$ cat src/rtl/id_ex_hazard_reg.sv
// ID/EX pipeline register for the 5-stage RV32I core.
// Detects load-use hazards against the instruction already in EXE and inserts a single bubble for each one.
// Flushes on a taken branch and holds on a downstream stall.
// Counts load-use bubbles in a saturating counter.
module id_ex_hazard_reg #(
    parameter int unsigned DataWidth    = 32,
    parameter int unsigned RegAddrWidth = 5,
    parameter int unsigned AluOpWidth   = 4,
    parameter int unsigned CntWidth     = 32
) (
    input  logic                    clk,
    input  logic                    rst_n,
    input  logic                    ID_Valid,
    input  logic [RegAddrWidth-1:0] ID_RS1,
    input  logic [RegAddrWidth-1:0] ID_RS2,
    input  logic                    ID_Uses_RS1,
    input  logic                    ID_Uses_RS2,
    input  logic [RegAddrWidth-1:0] ID_RD,
    input  logic                    ID_Reg_File_EN,
    input  logic                    ID_Mem_Read_EN,
    input  logic                    ID_Mem_Write_EN,
    input  logic [AluOpWidth-1:0]   ID_ALU_Op,
    input  logic [DataWidth-1:0]    ID_Operand_A,
    input  logic [DataWidth-1:0]    ID_Operand_B,
    input  logic [DataWidth-1:0]    ID_Imm,
    input  logic                    Flush_EXE,
    input  logic                    Stall_In,
    output logic [RegAddrWidth-1:0] ID_EX_RS1,
    output logic [RegAddrWidth-1:0] ID_EX_RS2,
    output logic [RegAddrWidth-1:0] WriteBack_reg_EXE_stage,
    output logic                    Reg_File_EN_EXE_stage,
    output logic                    Mem_Read_EN_EXE_stage,
    output logic                    Mem_Write_EN_EXE_stage,
    output logic [AluOpWidth-1:0]   EX_ALU_Op,
    output logic [DataWidth-1:0]    EX_Operand_A,
    output logic [DataWidth-1:0]    EX_Operand_B,
    output logic [DataWidth-1:0]    EX_Imm,
    output logic                    EX_Valid,
    output logic                    Stall_IF_ID,
    output logic [CntWidth-1:0]     Stall_Count
);

    // What the EXE slot does at the next edge
    typedef enum logic [1:0] {
        ACT_CAPTURE,
        ACT_HOLD,
        ACT_BUBBLE
    } act_e;

    act_e act;
    logic load_use;
    logic count_en;

    logic [RegAddrWidth-1:0] rs1_q, rs1_d;
    logic [RegAddrWidth-1:0] rs2_q, rs2_d;
    logic [RegAddrWidth-1:0] rd_q, rd_d;
    logic                    rf_en_q, rf_en_d;
    logic                    mem_rd_q, mem_rd_d;
    logic                    mem_wr_q, mem_wr_d;
    logic [AluOpWidth-1:0]   alu_op_q, alu_op_d;
    logic [DataWidth-1:0]    op_a_q, op_a_d;
    logic [DataWidth-1:0]    op_b_q, op_b_d;
    logic [DataWidth-1:0]    imm_q, imm_d;
    logic                    valid_q, valid_d;
    logic [CntWidth-1:0]     stall_cnt_q, stall_cnt_d;

    // Load in EXE whose destination (non-x0) is read by the valid ID instruction
    always_comb begin
        load_use = valid_q & mem_rd_q & ID_Valid & (rd_q != '0)
                 & ((ID_Uses_RS1 & (ID_RS1 == rd_q)) | (ID_Uses_RS2 & (ID_RS2 == rd_q)));
    end

    // Edge action by priority: flush, external stall, load-use, then normal capture
    always_comb begin
        act      = ACT_CAPTURE;
        count_en = 1'b0;
        if (Flush_EXE) begin
            act = ACT_BUBBLE;
        end else if (Stall_In) begin
            act = ACT_HOLD;
        end else if (load_use) begin
            act      = ACT_BUBBLE;
            count_en = 1'b1;
        end
        Stall_IF_ID = ~Flush_EXE & (Stall_In | load_use);
    end

    // Next contents of the EXE slot and the bubble counter
    always_comb begin
        rs1_d       = rs1_q;
        rs2_d       = rs2_q;
        rd_d        = rd_q;
        rf_en_d     = rf_en_q;
        mem_rd_d    = mem_rd_q;
        mem_wr_d    = mem_wr_q;
        alu_op_d    = alu_op_q;
        op_a_d      = op_a_q;
        op_b_d      = op_b_q;
        imm_d       = imm_q;
        valid_d     = valid_q;
        stall_cnt_d = stall_cnt_q;
        case (act)
            ACT_BUBBLE: begin
                rs1_d    = '0;
                rs2_d    = '0;
                rd_d     = '0;
                rf_en_d  = 1'b0;
                mem_rd_d = 1'b0;
                mem_wr_d = 1'b0;
                alu_op_d = '0;
                op_a_d   = '0;
                op_b_d   = '0;
                imm_d    = '0;
                valid_d  = 1'b0;
            end
            ACT_CAPTURE: begin
                rs1_d    = ID_RS1;
                rs2_d    = ID_RS2;
                rd_d     = ID_RD;
                rf_en_d  = ID_Reg_File_EN & ID_Valid & (ID_RD != '0);
                mem_rd_d = ID_Mem_Read_EN & ID_Valid;
                mem_wr_d = ID_Mem_Write_EN & ID_Valid;
                alu_op_d = ID_ALU_Op;
                op_a_d   = ID_Operand_A;
                op_b_d   = ID_Operand_B;
                imm_d    = ID_Imm;
                valid_d  = ID_Valid;
            end
            default: ;
        endcase
        if (count_en && (stall_cnt_q != '1)) begin
            stall_cnt_d = stall_cnt_q + 1'b1;
        end
    end

    // EXE slot registers, cleared to a bubble on reset
    always_ff @(posedge clk or negedge rst_n) begin
        if (!rst_n) begin
            rs1_q       <= '0;
            rs2_q       <= '0;
            rd_q        <= '0;
            rf_en_q     <= 1'b0;
            mem_rd_q    <= 1'b0;
            mem_wr_q    <= 1'b0;
            alu_op_q    <= '0;
            op_a_q      <= '0;
            op_b_q      <= '0;
            imm_q       <= '0;
            valid_q     <= 1'b0;
            stall_cnt_q <= '0;
        end else begin
            rs1_q       <= rs1_d;
            rs2_q       <= rs2_d;
            rd_q        <= rd_d;
            rf_en_q     <= rf_en_d;
            mem_rd_q    <= mem_rd_d;
            mem_wr_q    <= mem_wr_d;
            alu_op_q    <= alu_op_d;
            op_a_q      <= op_a_d;
            op_b_q      <= op_b_d;
            imm_q       <= imm_d;
            valid_q     <= valid_d;
            stall_cnt_q <= stall_cnt_d;
        end
    end

    assign ID_EX_RS1               = rs1_q;
    assign ID_EX_RS2               = rs2_q;
    assign WriteBack_reg_EXE_stage = rd_q;
    assign Reg_File_EN_EXE_stage   = rf_en_q;
    assign Mem_Read_EN_EXE_stage   = mem_rd_q;
    assign Mem_Write_EN_EXE_stage  = mem_wr_q;
    assign EX_ALU_Op               = alu_op_q;
    assign EX_Operand_A            = op_a_q;
    assign EX_Operand_B            = op_b_q;
    assign EX_Imm                  = imm_q;
    assign EX_Valid                = valid_q;
    assign Stall_Count             = stall_cnt_q;

endmodule

$ cat config.mk
export PLATFORM = sky130hd
export DESIGN_NAME = id_ex_hazard_reg
export DESIGN_NICKNAME = d
export VERILOG_FILES = /design/src/rtl/id_ex_hazard_reg.sv
export SDC_FILE = /design/constraint.sdc
export NUM_CORES = 1
export LEC_CHECK = 0
export BUFFER_PORTS_ARGS = -buffer_cell sky130_fd_sc_hd__buf_2
export CORE_UTILIZATION = 40
export DETAILED_ROUTE_END_ITERATION = 10
export MAX_ROUTING_LAYER = met4
export PLACE_DENSITY = 0.7
export REMOVE_ABC_BUFFERS = 1
export SLEW_MARGIN = 5
export SYNTH_ARGS = -nofsm -noshare
export SYNTH_HDL_FRONTEND = slang
export SYNTH_SLANG_ARGS = --single-unit
$ cat constraint.sdc
create_clock -name clk -period 3.8 [get_ports clk]
set_input_delay 0.76 -clock clk [delete_from_list [all_inputs] [get_ports clk]]
set_output_delay 0.76 -clock clk [all_outputs]
set_load 0.01 [all_outputs]
Word level (Yosys, flattened, before mapping)

Cells that the tools add are included.

Add/subtract/negate cells: 1
$mul: 0
Div/mod/pow operators: 0
Order comparisons: 0
Eq/ne operators: 4
Shift-type cells: 0
Muxes and demuxes: 17
Bitwise gates (word level): 14
Reduce and logical (&&, ||, !) cells: 5

Operator list:

| operator                                       | number |
|---|---|
| one-hot mux 32 bit (2 select lines)            | 3 |
| adder 32 x 1 -> 32 bit (second input constant) | 1 |
| inequality test 32 bit (second input constant) | 1 |
| one-hot mux 5 bit (2 select lines)             | 3 |
| AND 1 bit                                      | 11 |
| equality test 5 bit                            | 2 |
| nonzero test 5 bit                             | 2 |
| one-hot mux 1 bit (2 select lines)             | 4 |
| one-hot mux 4 bit (2 select lines)             | 1 |
| 2-to-1 mux 2 bit                               | 3 |
| 2-to-1 mux 1 bit                               | 3 |
| equality test 2 bit (second input constant)    | 1 |
| zero test 2 bit                                | 1 |
| bitwise OR 1 bit                               | 2 |
| nonzero test 2 bit                             | 1 |
| logical AND 1 bit                              | 1 |
| NOT 1 bit                                      | 1 |

Register bits after elaboration: 151
Bits in latches: 0
Bits in writable memories: 0
ROM bits: 0
Word-level logic and storage cells: 53
Memories: 0

Longest topological paths before layout

Depth after elaboration: 9
Gate-level depth with buffers: 8

Worst setup path after synthesis

Ideal clock, no wire load.

Kind: in2out
Start point: input port ID_RS1[3]
End point: output port Stall_IF_ID
Data arrival time: 1766 ps
Data required time: 3040 ps
Path slack: 1274 ps
Cell stages on the path: 6
Buffers on the path: 0
Cells stage by stage: xor2_1 > nor4_4 > a32oi_4 > nor2_1 > nor2_1 > nor2_1

Longest elaborated chain between the ends: 6

Ends and longest elaborated chain:

| what                | line | source |
|---|---|---|
| from (decl)         | 14   | `input logic [RegAddrWidth-1:0] ID_RS1,` |
| equality test 5 bit | 70   | `& ((ID_Uses_RS1 & (ID_RS1 == rd_q)) \| (ID_Uses_RS2 & (ID_RS2 == rd_q)));` |
| AND 1 bit           | 70   |  |
| bitwise OR 1 bit    | 70   |  |
| AND 1 bit           | 70   |  |
| bitwise OR 1 bit    | 85   | `Stall_IF_ID = ~Flush_EXE & (Stall_In \| load_use);` |
| AND 1 bit           | 85   |  |
| to (decl)           | 39   | `output logic Stall_IF_ID,` |

Every way passes these cells.

Worst setup path after layout

Start point: register rd_q[4] (netlist: WriteBack_reg_EXE_stage[4])
End point: output port Stall_IF_ID

Longest elaborated chain between the ends: 6
Elaborated cells on any way between the ends: 10

Ends and longest elaborated chain:

| what                   | line | source |
|---|---|---|
| from (decl)            | 56   | `logic [RegAddrWidth-1:0] rd_q, rd_d;` |
| from (signal assigned) | 154  | `rd_q <= rd_d;` |
| equality test 5 bit    | 70   |  |
| AND 1 bit              | 70   |  |
| bitwise OR 1 bit       | 70   |  |
| AND 1 bit *            | 70   |  |
| bitwise OR 1 bit *     | 85   |  |
| AND 1 bit *            | 85   |  |

Mark *: on every way between the ends. The rest lies on a longest branch, timed or not.

==> impl_metrics.ini <==
[drt]
vias = 4758
wire_per_inst_microns = 17.3
drt-initial-drc-count = 188
wirelength_mm = 15.4
drt_pass1_iterations = 4
ant_nets = 0
viasPerCell = 5.33
drc_errors = 0

[logic_synthesis]
yosysTopAreaCellShare_pct = 64.3
synth-seq-cells = 151
ys_types = 33
synthAdderAreaFrac_pct = 0.213
mappedNetlistArea_sq_um = 5880
synth_compound_area_share_pct = 18.7
yosysWarnings = 0
ys_seq_area_share_pct = 64.3
synth.area.top_cells = dfrtp_1 64%, a22o_1 17%, xnor2_1 4.3%
synthXorXnorAreaFrac_pct = 6.11
synth_mux_area_share_pct = 0.192
synth.avg_cell_area_sq_um = 13.7
synth_simple_gate_area_share_pct = 8.28
synth_top_family_by_area = compound AO/OA/AOI/OAI gates
yosysTopAreaCell = dfrtp_1
postSynthCellCount = 428

[global_routing]
grt_use_total_pct = 20.6
grt_pass1_vias = 4684
grt_pass1_wl_mm = 23.1
grt_max_degree = 84
grt_overflow = 0
grt_antenna_before_repair = 1

[clocking]
clkTransAtPathRegs_ns = 0.06
cts_root_buffer = clkbuf_16
post_cts_buffers = 0
cts_resized = 0
cts_buffers = 17
clockBufferDepth = 2
cts_hold_buffers = 0
h-tree-depth = 4
clock_latency_ns = 0.42
cts.sinks = 151
cts_tree = yes

[timing]
period_share_pct = 74.5
relSlewSlack_pct = 52.4
rsz0062_at_grt = false
final_max_slew_viol_count = 0
finalSetupTns_ns = 0
fmax_mhz = 353
tightest_slew_ns = 0.709
setup_viol = 0
finalHoldViolCount = 0
min_period_ns = 2.83
finalClockSkew_ns = 0.00877

[job]
max_cap_viol_count = 0

[floorplanning]
core_area_sq_um = 14100
initial_core_util_pct = 41.7
die_w_microns = 123
die_y_microns = 123
die-area_sq_um = 15200
num_io_pins = 277
rows = 43

[cells_and_area]
area_growth_pct = 38.4
stdcell_count = 893
regArea_sq_um = 3780
fill_cells = 1165
fin_util_pct = 57.7
multi_input_area_sq_um = 1980
final_net_count = 825
drive_gt1_share_pct = 45.2

[placement]
dp_cells = 860
gp_congestion = 0.828
dp_hpwl_mm = 10.8
numPortBuffers = 276

[power_and_ir_drop]
p_int_mw = 3.17
seqPwrFrac_pct = 42.4
p_sw_mw = 0.883
ir_worst_vdd_v = 0.000305
pwr-share-comb_pct = 8.7
powerDensity_nw_per_um2 = 498
switching_share_pct = 21.8
power.share.clock_pct = 48.9
power.leakage_nw = 4.40

[worst_setup_path]
worstSetupEndpointType = primary output
crit_required_ns = 3.04
worstRegToRegCells = 7
r2r_setup_slack_ns = 1.26
rr_endpoint = Reg_File_EN_EXE_stage
crit_arrival_ns = 2.07
startpoint_type = flip-flop
crit_path_max_fanout = 7
crit_type = reg -> out
rr_startpoint = WriteBack_reg_EXE_stage[3]

[min_path]
worstHoldPathType = in -> async

[status]
status = completed
[power groups by stage]
stage	sequential [mW]	clock [mW]	combinational, mW
after floorplan	1.78	0	0.113
after global placement	1.75	0	0.350
after detailed placement	1.75	0	0.356
after CTS	1.72	2.02	0.359
after global routing	1.73	2.09	0.386
final	1.72	1.98	0.352
[through the flow]
step                power, mW  area, sq um  hold WS (ns)  setup slack (ns)
detailed placement       2.10         7430         0.483             0.913
CTS                      4.10         8130         0.367             0.926
finish                   4.05         8130         0.337             0.971
floorplan                1.89         5750         0.464             -1.48
global placement         2.10         7430         0.477             0.999
global route             4.21         8130         0.385             0.829
[cell families after synthesis]
logic type      Yosys count
buf+inv                  28
mux                       1
xor+xnor                 41
fa+ha+maj                 1
compound gates          124
simple gates             82
flops                   151
[registers in the layout, indices dropped and copies added (netlist names)]
register / count
EX_Imm: 32
EX_Operand_A: 32
EX_Operand_B: 32
Stall_Count: 32
ID_EX_RS1: 5
ID_EX_RS2: 5
WriteBack_reg_EXE_stage: 5
EX_ALU_Op: 4
EX_Valid: 1
Mem_Read_EN_EXE_stage: 1
Mem_Write_EN_EXE_stage: 1
Reg_File_EN_EXE_stage: 1
[worst max-delay path, stage by stage (launching register included)]
cell and delay (ns):
dfrtp_1 0.46, xor2_1 0.21, nor4_2 0.40, a32oi_4 0.18
nor2_1 0.15, nor2_1 0.05, nor2_1 0.07, buf_2 0.13
[cell usage in the layout (no fill, tap or decap), drive strengths merged, types with 4 or more instances in the layout]
cell      n
nand3    14
and3      7
a22o    116
xor2     12
buf     280
nor3      4
bufinv    7
xnor2    29
nor4      6
nor2     10
nand4    12
clkbuf   20
and2      4
nand2    19
dfrtp   151
[final cells by class]
type	instances	share of cell area (%)
timing repair buffer	280	17.7
multi-input combinational	249	24.4
tap	180	2.77
clock inverter	12	3.02
clock buffer	20	5.62
antenna	1	0.0308
sequential	151	46.5
[layer usage]
layer | share of wire [%] | vias up | routed length (microns) | global-route usage (%)
met3 | 7.8 | 41 | 1200 | 5.67
met2 | 48 | 217 | 7360 | 31.7
met4 | 2.9 | 0 | 445 | 10.2
met5 | 0 | - | 0 | -
met1 | 42 | 2346 | 6420 | 25.0
li1 | - | 2154 | - | -
[worst max-delay path by stage]
stage | start | end | slack [ns] | cells past startpoint
after floorplan | Flush_EXE | EX_ALU_Op[0] | -1.48 | 2
after global placement | ID_RS1[2] | Reg_File_EN_EXE_stage | 1.0 | 8
after detailed placement | ID_RS1[3] | Reg_File_EN_EXE_stage | 0.91 | 8
after CTS | WriteBack_reg_EXE_stage[4] | Stall_IF_ID | 0.93 | 7
after global routing | WriteBack_reg_EXE_stage[3] | Stall_IF_ID | 0.83 | 7
final | WriteBack_reg_EXE_stage[4] | Stall_IF_ID | 0.97 | 7
[cell usage after synthesis]
library cell	number
nor4b_1	1
xnor2_1	29
a22o_1	116
a32o_1	2
buf_2	12
a21o_1	1
o2111ai_1	1
xor2_1	12
nor3_1	1
a32oi_4	1
nor3_2	3
and2_1	3
a21oi_1	1
o21a_1	1
mux2_2	1
and2_0	1
and4_1	3
nand4_1	12
nor2_1	10
nor4_1	2
nor4_2	2
buf_4	1
nand3_1	14
o21ai_0	1
and3_1	7
ha_1	1
clkbuf_1	14
or4_1	1
dfrtp_1	151
buf_6	1
nor4_4	2
nor2b_1	1
nand2_1	19
No activity file was read; power rests on OpenSTA's default activity.
